<file path="src/rtl/pipe_trace_tag.sv">
// Instruction-tag tracker for the trace logger: allocates serial IDs at fetch and
// follows them through I, X, M and R, reporting stage entries, wrong-path kills and counts.
module pipe_trace_tag #(
  parameter int              ID_W     = 32,
  parameter logic [ID_W-1:0] RESET_ID = '0
) (
  input  logic            clk,
  input  logic            reset,
  input  logic            if_valid,
  output logic            if_ready,
  input  logic            stall_x,
  input  logic            flush_x,
  output logic            inst_v_i,
  output logic [ID_W-1:0] ci,
  output logic            inst_v_x,
  output logic [ID_W-1:0] cx,
  output logic            inst_v_m,
  output logic [ID_W-1:0] cm,
  output logic            inst_v_r,
  output logic [ID_W-1:0] cr,
  output logic            inst_v_k,
  output logic [ID_W-1:0] ck,
  output logic [ID_W-1:0] retired_cnt,
  output logic [ID_W-1:0] killed_cnt
);

  localparam logic [ID_W-1:0] ONE = {{(ID_W-1){1'b0}}, 1'b1};

  function automatic logic [ID_W-1:0] inc_wrap(input logic [ID_W-1:0] a);
    return a + ONE;
  endfunction

  logic            v_i_q, v_i_d, e_i_q, e_i_d;
  logic            v_x_q, v_x_d, e_x_q, e_x_d;
  logic            v_m_q, v_m_d, v_r_q, v_r_d, v_k_q, v_k_d;
  logic [ID_W-1:0] id_i_q, id_i_d, id_x_q, id_x_d, id_m_q, id_m_d;
  logic [ID_W-1:0] id_r_q, id_r_d, id_k_q, id_k_d;
  logic [ID_W-1:0] next_id_q, next_id_d;
  logic [ID_W-1:0] ret_cnt_q, ret_cnt_d, kill_cnt_q, kill_cnt_d;
  logic            fl, acc;

  assign if_ready = !v_i_q || !stall_x;

  always_comb begin
    fl         = flush_x && v_x_q && !stall_x;
    acc        = if_valid && if_ready && !fl;
    v_i_d      = v_i_q;
    id_i_d     = id_i_q;
    e_i_d      = 1'b0;
    v_x_d      = v_x_q;
    id_x_d     = id_x_q;
    e_x_d      = 1'b0;
    v_m_d      = 1'b0;
    id_m_d     = id_m_q;
    v_r_d      = v_m_q;
    id_r_d     = id_m_q;
    v_k_d      = 1'b0;
    id_k_d     = id_k_q;
    next_id_d  = next_id_q;
    ret_cnt_d  = ret_cnt_q + {{(ID_W-1){1'b0}}, v_r_q};
    kill_cnt_d = kill_cnt_q;

    // I -> X -> M advance together; a stall holds I and X and injects a bubble into M
    if (!stall_x) begin
      v_m_d = v_x_q;
      if (v_x_q) id_m_d = id_x_q;
      v_x_d = v_i_q && !fl;
      if (v_i_q && !fl) begin
        id_x_d = id_i_q;
        e_x_d  = 1'b1;
      end
      v_i_d = 1'b0;
    end

    // the instruction behind a taken branch in X is wrong-path
    if (fl && v_i_q) begin
      v_k_d      = 1'b1;
      id_k_d     = id_i_q;
      kill_cnt_d = inc_wrap(kill_cnt_q);
    end

    if (acc) begin
      v_i_d     = 1'b1;
      id_i_d    = next_id_q;
      e_i_d     = 1'b1;
      next_id_d = inc_wrap(next_id_q);
    end
  end

  always_ff @(posedge clk) begin
    if (reset) begin
      v_i_q      <= 1'b0;
      e_i_q      <= 1'b0;
      v_x_q      <= 1'b0;
      e_x_q      <= 1'b0;
      v_m_q      <= 1'b0;
      v_r_q      <= 1'b0;
      v_k_q      <= 1'b0;
      id_i_q     <= RESET_ID;
      id_x_q     <= RESET_ID;
      id_m_q     <= RESET_ID;
      id_r_q     <= RESET_ID;
      id_k_q     <= RESET_ID;
      next_id_q  <= RESET_ID;
      ret_cnt_q  <= '0;
      kill_cnt_q <= '0;
    end else begin
      v_i_q      <= v_i_d;
      e_i_q      <= e_i_d;
      v_x_q      <= v_x_d;
      e_x_q      <= e_x_d;
      v_m_q      <= v_m_d;
      v_r_q      <= v_r_d;
      v_k_q      <= v_k_d;
      id_i_q     <= id_i_d;
      id_x_q     <= id_x_d;
      id_m_q     <= id_m_d;
      id_r_q     <= id_r_d;
      id_k_q     <= id_k_d;
      next_id_q  <= next_id_d;
      ret_cnt_q  <= ret_cnt_d;
      kill_cnt_q <= kill_cnt_d;
    end
  end

  assign inst_v_i    = v_i_q && e_i_q;
  assign inst_v_x    = v_x_q && e_x_q;
  assign inst_v_m    = v_m_q;
  assign inst_v_r    = v_r_q;
  assign inst_v_k    = v_k_q;
  assign ci          = id_i_q;
  assign cx          = id_x_q;
  assign cm          = id_m_q;
  assign cr          = id_r_q;
  assign ck          = id_k_q;
  assign retired_cnt = ret_cnt_q;
  assign killed_cnt  = kill_cnt_q;

endmodule

</file>
<file path="config.mk">
export PLATFORM = sky130hd
export DESIGN_NAME = pipe_trace_tag
export DESIGN_NICKNAME = d
export VERILOG_FILES = /design/src/rtl/pipe_trace_tag.sv
export SDC_FILE = /design/constraint.sdc
export NUM_CORES = 1
export LEC_CHECK = 0
export BUFFER_PORTS_ARGS = -buffer_cell sky130_fd_sc_hd__buf_2
export CAP_MARGIN = 20
export CORE_ASPECT_RATIO = 0.8
export CORE_MARGIN = 4
export CORE_UTILIZATION = 53
export DETAILED_ROUTE_END_ITERATION = 16
export GPL_TIMING_DRIVEN = 0
export PLACE_DENSITY = 0.77
export SLEW_MARGIN = 20
export SYNTH_ARGS = -nofsm -noshare
export SYNTH_HDL_FRONTEND = slang
export SYNTH_SLANG_ARGS = --single-unit
</file>
<file path="constraint.sdc">
create_clock -name clk -period 2.6 [get_ports clk]
set_input_delay 0.78 -clock clk [delete_from_list [all_inputs] [get_ports clk]]
set_output_delay 0.78 -clock clk [all_outputs]
set_load 0.02 [all_outputs]
</file>
Yosys cells after proc, flatten, opt, wreduce, memory -nomap -nowiden
Index checks and enable logic that the tools add are counted. W data, S select, Z words.

Add/subtract/negate cells: 3. $mul: 0. Div/mod/pow operators: 0. Order comparisons: 0. Equality and inequality tests: 1. Shift-type cells: 0. Muxes and demuxes: 5. Bitwise operators: 1. Reductions and logical operators: 15.

Operators by type and width (count): $add A32 B1 Y32 const B (2); $add A32 B1 Y32 (1); $logic_and A1 B1 Y1 (8); $mux W1 (5); $reduce_and A2 Y1 (2); $logic_not A1 Y1 (3); $ne A2 B1 Y1 const B (1); $reduce_or A2 Y1 (1); $logic_or A1 B1 Y1 (1); $not A1 Y1 (1).

Flip-flop bits (word level): 263. Latch bits: 0. Bits in writable memories: 0. ROM bits: 0. Output and inout port bits: 230. Logic and storage cells: 40. Memories kept: 0.

Depth between registers and ports, before layout
Gate-level depths: netlist of the first run.

Depth after elaboration: 5. Depth in mapped cells: 8.

Least setup slack after synthesis of the first run
No wires, ideal clock.

Kind: input to register. Start: in stall_x. End: reg kill_cnt_q[28] (netlist: killed_cnt[28]). Library setup time: 0.121 ns. Arrival time: 2.308 ns. Data required time: 2.479 ns. Setup slack: 0.171 ns. Cell stages on the path: 7. Cell sequence: clkbuf_1 -> and4b_1 -> buf_2 -> nand4_1 -> clkbuf_1 -> nor4_1 -> mux2_2.

Cells in the longest elaborated chain, start to end: 3.

Ends and longest elaborated chain: start: declaration (line 11) `input logic stall_x,`; $logic_not A1 Y1; $logic_and A1 B1 Y1 (line 45) `fl = flush_x && v_x_q && !stall_x;`; $logic_and A1 B1 Y1 (line 76) `if (fl && v_i_q) begin`; end signal: assignment (line 122) `kill_cnt_q <= kill_cnt_d;`; end: declaration (line 39) `logic [ID_W-1:0] ret_cnt_q, ret_cnt_d, kill_cnt_q, kill_cnt_d;`.

Every way passes these cells. A chain may end at the register's enable or synchronous reset.

Final worst setup path of the first run
Start: in reset. End: reg next_id_q[6].

RTL lines: start: declaration (line 8) `input logic reset,`; end signal: assignment (line 120) `next_id_q <= next_id_d;`; end: declaration (line 38) `logic [ID_W-1:0] next_id_q, next_id_d;`.

No word-level cell between the ends.

==> flow_summary.ini, run 1 <==
[critical_path]
reg2reg_depth = 7
crit_top_cell = clkbuf_1
cp_max_fo = 10
worst_setup_path_end_kind = flop
max_stage_delay_ns = 0.54
worstSetupStartpointType = input pin
worst_ep_arrival_time_ns = 2.77
crit_chain = clkbuf_1, clkbuf_1, clkbuf_2, buf_1, nor2_1
cp.required_ns = 2.97
slowest_stage = clkbuf_1
path_class = in -> reg

[placed_design]
hpwl_um = 20580
routabilityCongestion = 0.9118
numPortBuffers = 232
place_area_um2 = 11490
dp_slack_ns = -0.5315

[global_routing]
grt_overflow = 0
first_global_vias = 8476
grt_pass1_wl_um = 44410
use_met2 = 0.4070
antenna_found_initial = 0
top_usage_layer = met2
grt_max_degree = 15
use_met3 = 0.04516
grt_usage = 0.2551
use_met1 = 0.3689

[sta]
setup_tns_ns = 0
rsz0062_at_grt = false
tightest_slew_ns = 0.7339
relSlewSlack = 0.5108
max_freq_ghz = 0.4176
drv_slew = 0
fin_skew_ns = 0.01410
worst_slack_ns = 0.2053
fin_crit_sh = 0.9211
hold_ws_ns = 0.4517
setup_viol = 0
post-route-min-period_ns = 2.395
finalHoldViolCount = 0

[clock_network]
ctsRootBufferMaster = clkbuf_16
cts.htree.levels = 1
ctsHoldBuffers = 0
cts_made_buffers = 26
cts_sinks = 263
clock_path_buffers = 3
insertion_delay_ns = 0.52
cts_tree = yes
clkTransAtPathRegs_ns = 0.06

[logic_synthesis]
synth-edff-count = 0
syn_area_per_cell_um2 = 8.794
ys_ff_latch = 263
synth.cell_area_um2 = 10020
yosys_warnings = 0
synth_cell_types = 42
syn_inst = 1139
seq_area_frac_synth = 0.5257
synthArstFlopShare = 0
synth.net_count = 1149
synthFlopType = dfxtp_1

[die]
coreArea_um2 = 18330
io_pins = 235
die_h_um = 131.0
rows = 44
die_x_um = 161.7
die-area_um2 = 21170
initial_core_util = 0.5463

[detailed_routing]
wl_um = 28430
route.detailed.drc = 0
wire_per_inst_um = 16.99
drt_iter0_markers = 685
antenna_left = 0
dr.pass1.iters = 5
vias = 9316
vias_per_cell = 5.568

[pwr]
ir_drop_v = 0.0004006
power_leakage_nw = 5.050
power.density_nw_per_um2 = 686.9

[hold_path]
holdPathStages = 2
hold_path_class = reg -> reg

[status]
status = finished clean

[final_layout]
drive_gt1_frac = 0.2232
area_growth_pct = 24.67
nets = 1410
stdcell_area_um2 = 12490
diodes = 0

[job]
cap_viol_max_count = 0
[logic make-up after synthesis]
kind of cell,after synthesis,synth area share
multiplexers,24,0.02698
buffers and inverters,82,0.03185
AO/OA/AOI/OAI,219,0.1287
AND/OR/NAND/NOR,521,0.2587
XOR/XNOR,25,0.02186
flip-flops,263,0.5257
adder cells (fa/ha/maj),5,0.006246
[power by group]
part	switching (W)	internal, W
combinational	0.000213	0.0000674
clock	0.00155	0.00266
sequential	0.0000178	0.00406
[sequential cells by signal, summed over array words and instances, names as in the netlist]
signal,count
ci,32
ck,32
cm,32
cr,32
cx,32
killed_cnt,32
next_id_q,32
retired_cnt,32
e_i_q,1
e_x_q,1
inst_v_k,1
inst_v_m,1
inst_v_r,1
v_i_q,1
v_x_q,1
[metal layers]
layer	share of wire	routed length, µm
met1	0.47	13320
met2	0.45	12720
met3	0.069	1973
met4	0.015	418
met5	0	0
[critical path: cells and delay by family]
family,cells,cell delay (ns)
buf+inv,4,1.87
simple gates,1,0.11
[layout by cell type (no fill, tap or decap), drive strengths merged, types with 29 or more instances in the layout]
| cell | count |
|---|---|
| clkbuf | 98 |
| dfxtp | 263 |
| buf | 243 |
| o22a | 32 |
| a21oi | 142 |
| nand4 | 29 |
| nand3 | 32 |
| nor2 | 55 |
| nor2b | 57 |
| nand2 | 231 |
[path summary, 6_finish.rpt]
check              start            to  slack, ns
setup / recovery   reset  next_id_q[6]       0.21
hold / removal    ck[31]        ck[31]       0.45
setup reg to reg   v_i_q        ck[21]       0.23
hold reg to reg   ck[31]        ck[31]       0.45
[area by class of cell]
type,instances,area [µm²]
flip-flops and latches,263,5265
repair buffers,233,1169
multi-input cells,794,4432
clock buffers,37,773.2
fillers,1536,5846
clock inverters,11,210.2
plain buffers,71,280.3
well taps,253,316.6
inverters,11,41.29
[metrics by stage]
step	utilization	std cells	power, W
final	0.6811	1673	0.008578
after global routing	0.6811	1673	0.008821
after floorplan	-	1139	0.004344
after detailed placement	0.6269	1624	0.004448
after CTS	0.6807	1672	0.008617
after global placement	0.6269	1624	0.004444
[cells in the mapped netlist (2+ instances only)]
cell,count,area [µm²]
a21oi_1,142,710.7
and2_1,10,62.56
and3_1,7,43.79
and4_1,13,113.9
buf_1,6,22.52
buf_2,3,15.01
clkbuf_1,61,229.0
dfxtp_1,263,5265
ha_1,5,62.56
inv_1,11,41.29
mux2_2,24,270.3
nand2_1,231,867.1
nand3_1,32,160.2
nand3b_1,2,15.01
nand4_1,28,175.2
nor2_1,55,206.5
nor2b_1,57,356.6
nor3_1,10,50.05
nor4_1,22,137.6
o21ai_0,20,100.1
o22a_1,32,280.3
o31ai_1,20,150.1
o41ai_1,2,17.52
or2_2,2,12.51
or3_1,19,118.9
or4_1,21,157.7
or4_4,2,22.52
or4b_1,2,20.02
xnor2_1,12,105.1
xor2_1,13,113.9
[what timing repair did]
item                       CTS  global route
setup endpoints to repair    5             1
pin swaps                    0             1
cloned                       0             0
setup buffers                0             1
resized for setup            2             0
Note: power is estimated with default switching activity, not from simulation.
==> run 2: changes to the inputs <==
- CORE_UTILIZATION: 53 -> 50
- PLACE_DENSITY: 0.77 -> 0.73
==> run 2 against run 1 <==
Setup slack worse by 0.021 ns; final area down 0.19%; first-iteration DRC count up 14%; total power down 1.7%; via count down 1.1%; cell count up 0.72%; critical path depth up 2; sequential cell count unchanged; largest cell class unchanged.
==> flow_summary.ini, run 2 (synthesized netlist as in run 1, its figures left out) <==
[status]
status = finished clean

[sta]
rsz0062_at_grt = false
finalHoldViolCount = 0
post-route-min-period_ns = 2.416
setup_viol = 0
fin_skew_ns = 0.01325
worst_slack_ns = 0.1839
fin_crit_sh = 0.9293
max_freq_ghz = 0.4139
relSlewSlack = 0.4994
tightest_slew_ns = 0.7509
drv_slew = 0

[clock_network]
clkTransAtPathRegs_ns = 0.06
ctsHoldBuffers = 0
cts.htree.levels = 1
clock_path_buffers = 3
insertion_delay_ns = 0.53
ctsRootBufferMaster = clkbuf_16
cts_tree = yes
cts_made_buffers = 27
cts_sinks = 263

[pwr]
power.total_w = 0.008435
power_leakage_nw = 5.034
ir_drop_v = 0.0005359
power.density_nw_per_um2 = 676.8

[final_layout]
area_growth_pct = 24.43
diodes = 0
final_common_cell = dfxtp_1
nets = 1411
final_cell_mix = 263 x dfxtp_1, 235 x buf_2, 231 x nand2_1
drive_gt1_frac = 0.2238

[detailed_routing]
antenna_left = 0
wl_met2_um = 12310
vias_per_cell = 5.465
vias = 9209
route.detailed.drc = 0
wl_met3_um = 1866
drt-met1-wl_um = 13400
drt_iter0_markers = 784
routed.top_layer = met4
wl_um = 28140
dr.pass1.iters = 5
wire_per_inst_um = 16.70

[hold_path]
holdPathStages = 2
hold-path-endpoint = ck[12]
hold_path_class = reg -> reg
min-delay-start = ck[12]

[critical_path]
critPathTopFamily = buffers and inverters
worst_ep_arrival_time_ns = 2.87
regToRegSetupSlack_ns = 0.18
crit_chain = clkbuf_1, and4b_1, buf_2, clkbuf_1, buf_1, nand2_1, a21oi_1
slowest_stage = clkbuf_1
cp_max_fo = 10
path_buf_inv = 4
cp.required_ns = 3.05
path_class = reg -> reg
timing.rr.end = ck[21]
max_stage_delay_ns = 0.53
crit_top_cell = clkbuf_1
worst_setup_path_end_kind = flop
reg2reg_depth = 7
worstSetupStartpointType = flop
reg2reg_from = v_i_q

[placed_design]
hpwl_um = 20460
numPortBuffers = 232
dp_slack_ns = -0.5495
routabilityCongestion = 0.8878

[job]
cap_viol_max_count = 0

[die]
die-area_um2 = 22370
rows = 46
initial_core_util = 0.5074
coreArea_um2 = 19740
io_pins = 235
die_h_um = 134.6
die_x_um = 166.2

[global_routing]
antenna_found_initial = 0
grt_max_degree = 15
grt_pass1_wl_um = 45020
first_global_vias = 8496
grt_usage = 0.2401
grt_overflow = 0
run 2: changes by cell type in the layout (fill, tap and decap cells not counted):
cell | before | now
bufinv_16 | 6 | 4
clkbuf_2 | 2 | 3
inv_6 | 0 | 2
run 2: through the flow:
stage	hold slack (ns)	cell area (µm²)	cells	util	TNS, ns
floorplan	0.4407	10020	1139	-	0
global placement	0.4390	11510	1635	0.5829	-63.54
detailed placement	0.4441	11510	1635	0.5829	-67.48
CTS	0.4527	12450	1684	0.6308	0
global route	0.4675	12460	1685	0.6313	0
finish	0.4519	12460	1685	0.6313	0
run 2: metal layers:
layer  global-route usage  vias to the layer above
met5                    0                        -
met4              0.05770                        0
met3              0.04858                       42
met2               0.3683                      307
met1               0.3515                     4351
li1                     -                     4509
run 2: cell type report:
class / count / area (µm²)
Clock inverter: 11 / 167.7
Fill cell: 1713 / 7278
Inverter: 11 / 41.29
Tap cell: 264 / 330.3
Clock buffer: 38 / 777.0
Buffer: 71 / 281.5
Sequential cell: 263 / 5265
Multi-Input combinational cell: 794 / 4432
Timing Repair Buffer: 233 / 1169
run 2: how the worst max path moves through the flow:
stage | start | end | slack, ns | cells after the start
floorplan | stall_x | killed_cnt[28] | 0.17 | 7
global placement | reset | retired_cnt[11] | -0.52 | 5
detailed placement | reset | v_i_q | -0.55 | 5
CTS | reset | retired_cnt[10] | 0.01 | 5
global route | reset | retired_cnt[15] | 0.02 | 5
finish | v_i_q | ck[21] | 0.18 | 7
run 2: power by group:
| group | switching [W] | internal, W | leakage (nW) |
|---|---|---|---|
| sequential | 0.0000183 | 0.00406 | 2.12 |
| combinational | 0.000213 | 0.0000675 | 2.45 |
| clock | 0.00159 | 0.00248 | 0.459 |
run 2: repair_timing:
| item | CTS | global route |
|---|---|---|
| setup buffers | 0 | 1 |
| setup endpoints to repair | 1 | 36 |
| gates resized for setup | 1 | 4 |
| pin swaps | 0 | 1 |
run 2: worst min-delay path, cell delays in order (launching register included):
cell and delay, ns:
dfxtp_1 0.30, nand2_1 0.05, a21oi_1 0.05
